[config.mk]
export PLATFORM = sky130hd
export DESIGN_NAME = gpio_input_conditioner
export DESIGN_NICKNAME = d
export VERILOG_FILES = /design/src/rtl/gpio_input_conditioner.sv
export SDC_FILE = /design/constraint.sdc
export NUM_CORES = 1
export LEC_CHECK = 0
export CORE_UTILIZATION = 55
export DETAILED_ROUTE_END_ITERATION = 10
export PLACE_DENSITY = 0.81
export SYNTH_ARGS = -nofsm -noshare
export SYNTH_HDL_FRONTEND = slang
export SYNTH_SLANG_ARGS = --single-unit
[constraint.sdc]
create_clock -name clk -period 4.3 [get_ports clk]
set_clock_uncertainty 0.2 [all_clocks]
set_input_delay 0.86 -clock clk [delete_from_list [all_inputs] [get_ports clk]]
set_output_delay 0.86 -clock clk [all_outputs]
set_load 0.02 [all_outputs]
[src/rtl/gpio_input_conditioner.sv]
// GPIO input conditioner: per-channel synchroniser, polarity normalisation, debouncer, edge pulses and toggle latch.
// Define GPIO_COND_IRQ_EN to build the sticky rise-event flags and the registered IRQ output.
module gpio_input_conditioner #(
    parameter int                NUM_CH          = 16,
    parameter int                SYNC_STAGES     = 2,
    parameter int                DEBOUNCE_CYCLES = 1_000_000,
    parameter logic [NUM_CH-1:0] ACTIVE_LOW_MASK = '0
) (
    input  logic              clk,
    input  logic              reset_n,
    input  logic [NUM_CH-1:0] raw_in,
    output logic [NUM_CH-1:0] level_o,
    output logic [NUM_CH-1:0] rise_o,
    output logic [NUM_CH-1:0] fall_o,
    output logic [NUM_CH-1:0] toggle_o,
    output logic [NUM_CH-1:0] event_o,
    input  logic [NUM_CH-1:0] event_clr_i,
    output logic              irq_o
);

    localparam int                CNT_W    = $clog2(DEBOUNCE_CYCLES + 1);
    localparam logic [CNT_W-1:0]  CNT_LAST = CNT_W'(DEBOUNCE_CYCLES - 1);

    for (genvar gi = 0; gi < NUM_CH; gi++) begin : g_ch
        logic [SYNC_STAGES-1:0] sync_q, sync_d;
        logic [CNT_W-1:0]       cnt_q, cnt_d;
        logic                   level_q, level_d;
        logic                   rise_q, rise_d;
        logic                   fall_q, fall_d;
        logic                   toggle_q, toggle_d;
        logic                   s;

        // Normalised so that 1 always means "active", whatever the pad polarity.
        assign s = sync_q[SYNC_STAGES-1] ^ ACTIVE_LOW_MASK[gi];

        always_comb begin
            sync_d   = {sync_q[SYNC_STAGES-2:0], raw_in[gi]};
            cnt_d    = cnt_q;
            level_d  = level_q;
            rise_d   = 1'b0;
            fall_d   = 1'b0;
            toggle_d = toggle_q;
            if (s == level_q) begin
                cnt_d = '0;
            end else if (cnt_q == CNT_LAST) begin
                cnt_d    = '0;
                level_d  = s;
                rise_d   = s;
                fall_d   = ~s;
                toggle_d = toggle_q ^ s;
            end else begin
                cnt_d = cnt_q + 1'b1;
            end
        end

        // Sync chain resets to the idle pad level so releasing reset never looks like an edge.
        always_ff @(posedge clk) begin
            if (!reset_n) begin
                sync_q   <= {SYNC_STAGES{ACTIVE_LOW_MASK[gi]}};
                cnt_q    <= '0;
                level_q  <= 1'b0;
                rise_q   <= 1'b0;
                fall_q   <= 1'b0;
                toggle_q <= 1'b0;
            end else begin
                sync_q   <= sync_d;
                cnt_q    <= cnt_d;
                level_q  <= level_d;
                rise_q   <= rise_d;
                fall_q   <= fall_d;
                toggle_q <= toggle_d;
            end
        end

        assign level_o[gi]  = level_q;
        assign rise_o[gi]   = rise_q;
        assign fall_o[gi]   = fall_q;
        assign toggle_o[gi] = toggle_q;
    end

`ifdef GPIO_COND_IRQ_EN
    logic [NUM_CH-1:0] event_q, event_d;
    logic              irq_q, irq_d;

    // A rise arriving on the same edge as a clear keeps the flag set.
    always_comb begin
        event_d = (event_q & ~event_clr_i) | rise_o;
        irq_d   = |event_q;
    end

    always_ff @(posedge clk) begin
        if (!reset_n) begin
            event_q <= '0;
            irq_q   <= 1'b0;
        end else begin
            event_q <= event_d;
            irq_q   <= irq_d;
        end
    end

    assign event_o = event_q;
    assign irq_o   = irq_q;
`else
    logic unused_event_clr;
    assign unused_event_clr = ^event_clr_i;
    assign event_o          = '0;
    assign irq_o            = 1'b0;
`endif

endmodule

==> results_dict.tcl, run 1 <==
set metrics [dict create \
    status "completed" \
    ys_types 57 \
    start_kind "register" \
    peakVddDrop_mv 0.342 \
    r2r_cells 4 \
    grt_start_max_net_pins 52 \
    initial_core_util_pct 56.5 \
    seq_area_frac_synth_pct 44.9 \
    fill_cells 2769 \
    cts_resized 0 \
    diodes 0 \
    criticalPathCategory "register to register" \
    drc 0 \
    cts_max_level 2 \
    crit_required_ns 4.48 \
    grt_pass1_vias 13900 \
    worstSkewPairLatency_ns 0.54 \
    via_count 14700 \
    syn_area_um2 18600 \
    postSynthCellCount 2135 \
    tightest_slew_ns 0.926 \
    layout.nets 2184 \
    grt_pass1_wl_um 61200 \
    finalCriticalPeriod_ns 2.82 \
    antenna_found_initial 0 \
    cts_setup_buffers 0 \
    path_depth 4 \
    ant_nets 0 \
    hold_viol 0 \
    die_y_um 186 \
    cts_sinks 416 \
    endpoint_kind "register" \
    finalMaxSlewViolations 0 \
    area_growth_pct 11.1 \
    r2r_slack_ns 1.48 \
    vias_per_cell 5.64 \
    synthTopCellsByArea "dfxtp_1, xnor2_1, nor2_1" \
    crit_path_max_fanout 20 \
    place.port_buffers 81 \
    globalRouteTotalUtil_pct 20.7 \
    hold-worst-slack_ns 0.229 \
    critical_path.max_stage_delay_ns 0.74 \
    hold_path_class "register to register" \
    r2r-start "g_ch[1].cnt_q[12]$_SDFF_PP0_" \
    yosys_warnings 0 \
    hold_depth 1 \
    synth-seq-cells 416 \
    wl_per_cell_um 13.7 \
    core_area_um2 32900 \
    min_to "g_ch[11].sync_q[1]$_SDFF_PN0_" \
    drive_gt1_share_pct 5.58 \
    root_buffer "clkbuf_16" \
    fin_tns_setup_ns 0 \
    dr.first_iter.drc_count 776 \
    grt_overflow 0 \
    ios 115 \
    timing.rr.end "g_ch[1].cnt_q[5]$_SDFF_PP0_" \
    crit_slowest_cell "o221ai_2" \
    synthFlopType "dfxtp_1" \
    arrival_ns 3.00 \
    async_reset_ff_share_pct 0 \
    worstPathCellList "or4b_2 -> or4_1 -> o221ai_2 -> nor2_1" \
    worst-path-buf-inv 0 \
    setup_viol 0 \
    netlist.area_leader.share_pct 44.9 \
    clock.fmax_ghz 0.355 \
    slew_headroom_pct 38.3 \
    cts.clk_slew.worst_paths_ns 0.06 \
    syn_area_per_cell_um2 8.69 \
    gp_congestion 0.870 \
    wirelength_um 35700 \
    num_rows 66 \
    p_per_area_nw_per_um2 376 \
    holdBufCountCts 0 \
    yosysTopAreaCell "dfxtp_1" \
    first_pass_iters 5 \
    cts_buffers 44 \
    synth_enable_flop_cells 0 \
    dieArea_um2 34500 \
    p_leak_nw 6.37 \
    die_x_um 186 \
    clockBufferDepth 3 \
    post-route-period-util_pct 65.6 \
    max_cap_viol_count 0 \
    min_from "g_ch[11].sync_q[0]$_SDFF_PN0_" \
    rsz0062_at_grt "false" \
    cp_top_family "simple AND/OR/NAND/NOR gates" \
    dp_hpwl_um 24300 \
    cts_tree "done" \
]
## worst reg2reg max path, delay by kind of cell, from the launching register on
| family | cells | cell delay [ns] |
|---|---|---|
| AND/OR/NAND/NOR | 3 | 1.38 |
| AO/OA/AOI/OAI | 1 | 0.74 |
| flip-flops | 1 | 0.35 |
## placed cells by master, fill, tap and decap left out, types with 72 or more instances in the layout
cell             netlist  final
nand4_1               72     72
nand2_1              120    120
nor2_1               246    246
a21oi_1              121    121
inv_1                 73     73
dfxtp_1              416    416
nand3_1              128    128
xnor2_1              109    109
clkdlybuf4s50_1        0     80
or4_1                 72     72
xor2_1                80     80
## per-layer routing
metal / global-route usage, % / part of all wire, % / vias up
met4: 7.11 / 2.4 / 0
li1: - / - / 7457
met3: 3.01 / 3.6 / 73
met1: 25.2 / 44 / 6961
met2: 37.0 / 49 / 220
met5: 0 / 0 / -
## worst max-delay path by stage
stage / from / slack (ns) / end
finish: g_ch[1].cnt_q[12]$_SDFF_PP0_ / 1.48 / g_ch[1].cnt_q[5]$_SDFF_PP0_
global route: g_ch[1].cnt_q[12]$_SDFF_PP0_ / 1.37 / g_ch[1].cnt_q[6]$_SDFF_PP0_
CTS: g_ch[1].cnt_q[12]$_SDFF_PP0_ / 1.48 / g_ch[1].cnt_q[5]$_SDFF_PP0_
detailed placement: g_ch[1].cnt_q[12]$_SDFF_PP0_ / 1.51 / g_ch[1].cnt_q[5]$_SDFF_PP0_
global placement: g_ch[1].cnt_q[12]$_SDFF_PP0_ / 1.57 / g_ch[1].cnt_q[2]$_SDFF_PP0_
floorplan: g_ch[9].cnt_q[8]$_SDFF_PP0_ / 2.09 / g_ch[9].cnt_q[10]$_SDFF_PP0_
## kinds of logic after synthesis
| group | count (synthesis) | synth area share, % |
|---|---|---|
| simple gates | 1009 | 29.5 |
| buf+inv | 229 | 6.50 |
| flops | 416 | 44.9 |
| other cells | 1 | 0.0202 |
| xor+xnor | 189 | 8.92 |
| fa+ha+maj | 16 | 1.08 |
| compound gates | 265 | 8.51 |
| mux | 10 | 0.540 |
## registers in the layout, summed over array words and instances (netlist names)
register       flops
g_ch.cnt_q       320
g_ch.fall_q       16
g_ch.rise_q       16
g_ch.level_q      16
g_ch.sync_q       32
g_ch.toggle_q     16
## per-stage QoR
step | setup WS (ns) | instances | utilization [%] | power, mW | cell area, um2
6_report | 1.48 | 2609 | 62.7 | 7.74 | 20600
5_1_grt | 1.37 | 2609 | 62.7 | 8.01 | 20600
4_1_cts | 1.48 | 2609 | 62.7 | 7.84 | 20600
3_3_place_gp | 1.57 | 2530 | 58.3 | 4.07 | 19100
3_5_place_dp | 1.51 | 2530 | 58.3 | 4.08 | 19100
2_1_floorplan | 2.09 | 2151 | - | 4.05 | 18600
## power breakdown
part           internal (mW)  switching (mW)
Combinational         0.0366          0.0715
Clock                   2.25            1.50
Sequential              3.87          0.0119
## final cells by class
cell class / instances / area, um2 / share of cell area (%)
Timing Repair Buffer: 93 / 911 / 4.42
Inverter: 73 / 274 / 1.33
Tap cell: 442 / 553 / 2.68
Multi-Input combinational cell: 1506 / 9080 / 44.1
Sequential cell: 416 / 8330 / 40.4
Clock inverter: 16 / 149 / 0.722
Clock buffer: 63 / 1320 / 6.38
## cells in the mapped netlist (all sizes together), types with 16 or more instances
master    n
a21oi   121
and2     52
and3     49
and4     19
buf     100
clkbuf   55
dfxtp   416
ha       16
inv      73
nand2   120
nand3   129
nand4    72
nor2    246
nor2b    23
nor3     41
nor4     49
o21ai    68
o31ai    48
or3      60
or4      73
xnor2   109
xor2     80
Power figures use the tool's default switching activity.
==> run 2, diff against run 1 <==
==> constraint.sdc (replaced) <==
create_clock -name clk -period 2.96 [get_ports clk]
set_clock_uncertainty 0.2 [all_clocks]
set_input_delay 0.592 -clock clk [delete_from_list [all_inputs] [get_ports clk]]
set_output_delay 0.592 -clock clk [all_outputs]
set_load 0.02 [all_outputs]
==> run 2 against run 1 <==
  * Design area increased by 0.73%
  * Total power increased by 49%
  * First-iteration DRC count decreased by 1.3%
  * Cell count increased by 0.50%
  * Critical path type is now register to output port
  * Critical endpoint is now level_o[1]
  * Largest power group is now clock
==> results_dict.tcl, run 2 (same netlist as run 1, synthesis figures left out) <==
set metrics [dict create \
    status "completed" \
    ios 115 \
    drive_gt1_share_pct 6.01 \
    hold_depth 1 \
    arrival_ns 1.67 \
    grt_overflow 0 \
    wirelength_um 36300 \
    r2r-start "g_ch[9].cnt_q[8]$_SDFF_PP0_" \
    clockBufferDepth 3 \
    cts.clk_slew.worst_paths_ns 0.06 \
    grt_pass1_vias 14200 \
    dr.first_iter.drc_count 766 \
    cts_tree "done" \
    diodes 0 \
    reg_top3 "g_ch.cnt_q: 320 flops, g_ch.sync_q: 32 flops" \
    dpl-instance-area_um2 19200 \
    p_leak_nw 6.45 \
    ant_nets 0 \
    layout.nets 2195 \
    drc 0 \
    hold-worst-slack_ns 0.231 \
    rsz0062_at_grt "false" \
    crit_required_ns 2.17 \
    hold_path_class "register to register" \
    first_pass_iters 5 \
    peakVddDrop_mv 0.417 \
    final_common_cell "dfxtp_1" \
    slew_headroom_pct 45.3 \
    cts_setup_buffers 0 \
    dp_hpwl_um 24500 \
    r2r_cells 4 \
    worstSkewPairLatency_ns 0.53 \
    mostFrequentLayoutCells "dfxtp_1, nor2_1, nand3_1" \
    initial_core_util_pct 56.5 \
    cts_max_level 2 \
    largest_reg_flops 320 \
    root_buffer "clkbuf_16" \
    start_kind "register" \
    post-route-period-util_pct 83.3 \
    criticalPathCategory "register to output port" \
    cts_sinks 416 \
    finalMaxSlewViolations 0 \
    finalCriticalPeriod_ns 2.47 \
    worst-path-buf-inv 1 \
    via_count 14800 \
    hold_viol 0 \
    critical_path.max_stage_delay_ns 0.68 \
    cts_resized 0 \
    worstPathCellList "clkdlybuf4s50_1" \
    die_x_um 186 \
    globalRouteTotalUtil_pct 21.3 \
    setup_viol 0 \
    max_cap_viol_count 0 \
    total_power_mw 11.5 \
    grt_pass1_wl_um 62800 \
    grt_start_max_net_pins 33 \
    cp_top_family "buffers and inverters" \
    min_to "g_ch[4].sync_q[1]$_SDFF_PN0_" \
    dieArea_um2 34500 \
    timing.rr.end "g_ch[9].cnt_q[13]$_SDFF_PP0_" \
    holdBufCountCts 0 \
    die_y_um 186 \
    wl_per_cell_um 13.8 \
    fin_tns_setup_ns 0 \
    endpoint_kind "output port" \
    cts_buffers 45 \
    crit_path_max_fanout 5 \
    top_register "g_ch.cnt_q" \
    final_cell_area_um2 20800 \
    p_per_area_nw_per_um2 554 \
    crit_slowest_cell "clkdlybuf4s50_1" \
    dp_cells 2540 \
    gp_congestion 0.860 \
    final_cells 2622 \
    place.port_buffers 81 \
    min_from "g_ch[4].sync_q[0]$_SDFF_PN0_" \
    antenna_found_initial 0 \
    num_rows 66 \
    r2r_slack_ns 0.56 \
    area_growth_pct 11.9 \
    clock.fmax_ghz 0.406 \
    core_area_um2 32900 \
    vias_per_cell 5.66 \
    tightest_slew_ns 0.809 \
]
[run 2: cell types whose count changed in the layout (fill, tap and decap cells not counted), moves of 2 or more]
cell / change
clkinv_2: -3
bufinv_16: +2
buf_4: +10
clkbuf_1: +3
[run 2: metal layers]
metal  vias to the layer above  global-route usage [%]  routed length (um)
li1                       7468                       -                   -
met1                      7053                    26.3               16400
met2                       258                    38.1               17800
met3                        65                    3.60                1400
met4                         0                    5.77                 688
met5                         -                       0                   0
[run 2: where the power goes]
part	total [mW]	internal [mW]	switching [mW]	leakage [nW]
combinational	0.163	0.0566	0.106	2.33
clock	5.70	3.51	2.20	0.761
sequential	5.64	5.63	0.0172	3.36
total	11.5	9.19	2.32	6.45
[run 2: layout make-up]
type	count	area, um2
Clock buffer	67	1350
Clock inverter	15	188
Fill cell	2780	12100
Inverter	73	274
Multi-Input combinational cell	1506	9080
Sequential cell	416	8330
Tap cell	442	553
Timing Repair Buffer	103	986
[run 2: worst max-delay path by stage]
| stage | start | end | slack [ns] | cells after the start |
|---|---|---|---|---|
| after detailed placement | g_ch[9].cnt_q[8]$_SDFF_PP0_ | g_ch[9].cnt_q[13]$_SDFF_PP0_ | 0.55 | 4 |
| final | g_ch[1].level_q$_SDFFE_PN0P_ | level_o[1] | 0.49 | 1 |
| after global placement | g_ch[1].cnt_q[12]$_SDFF_PP0_ | g_ch[1].cnt_q[3]$_SDFF_PP0_ | 0.59 | 5 |
| after floorplan | g_ch[9].cnt_q[8]$_SDFF_PP0_ | g_ch[9].cnt_q[11]$_SDFF_PP0_ | 0.75 | 5 |
| after CTS | g_ch[1].level_q$_SDFFE_PN0P_ | level_o[1] | 0.48 | 1 |
| after global routing | g_ch[4].cnt_q[16]$_SDFF_PP0_ | g_ch[4].cnt_q[14]$_SDFF_PP0_ | 0.35 | 4 |
[run 2: metrics by stage]
step           setup slack [ns]  util (%)
2_1_floorplan             0.750         -
3_3_place_gp              0.590      58.5
3_5_place_dp              0.545      58.5
4_1_cts                   0.484      63.2
5_1_grt                   0.346      63.2
6_report                  0.494      63.2
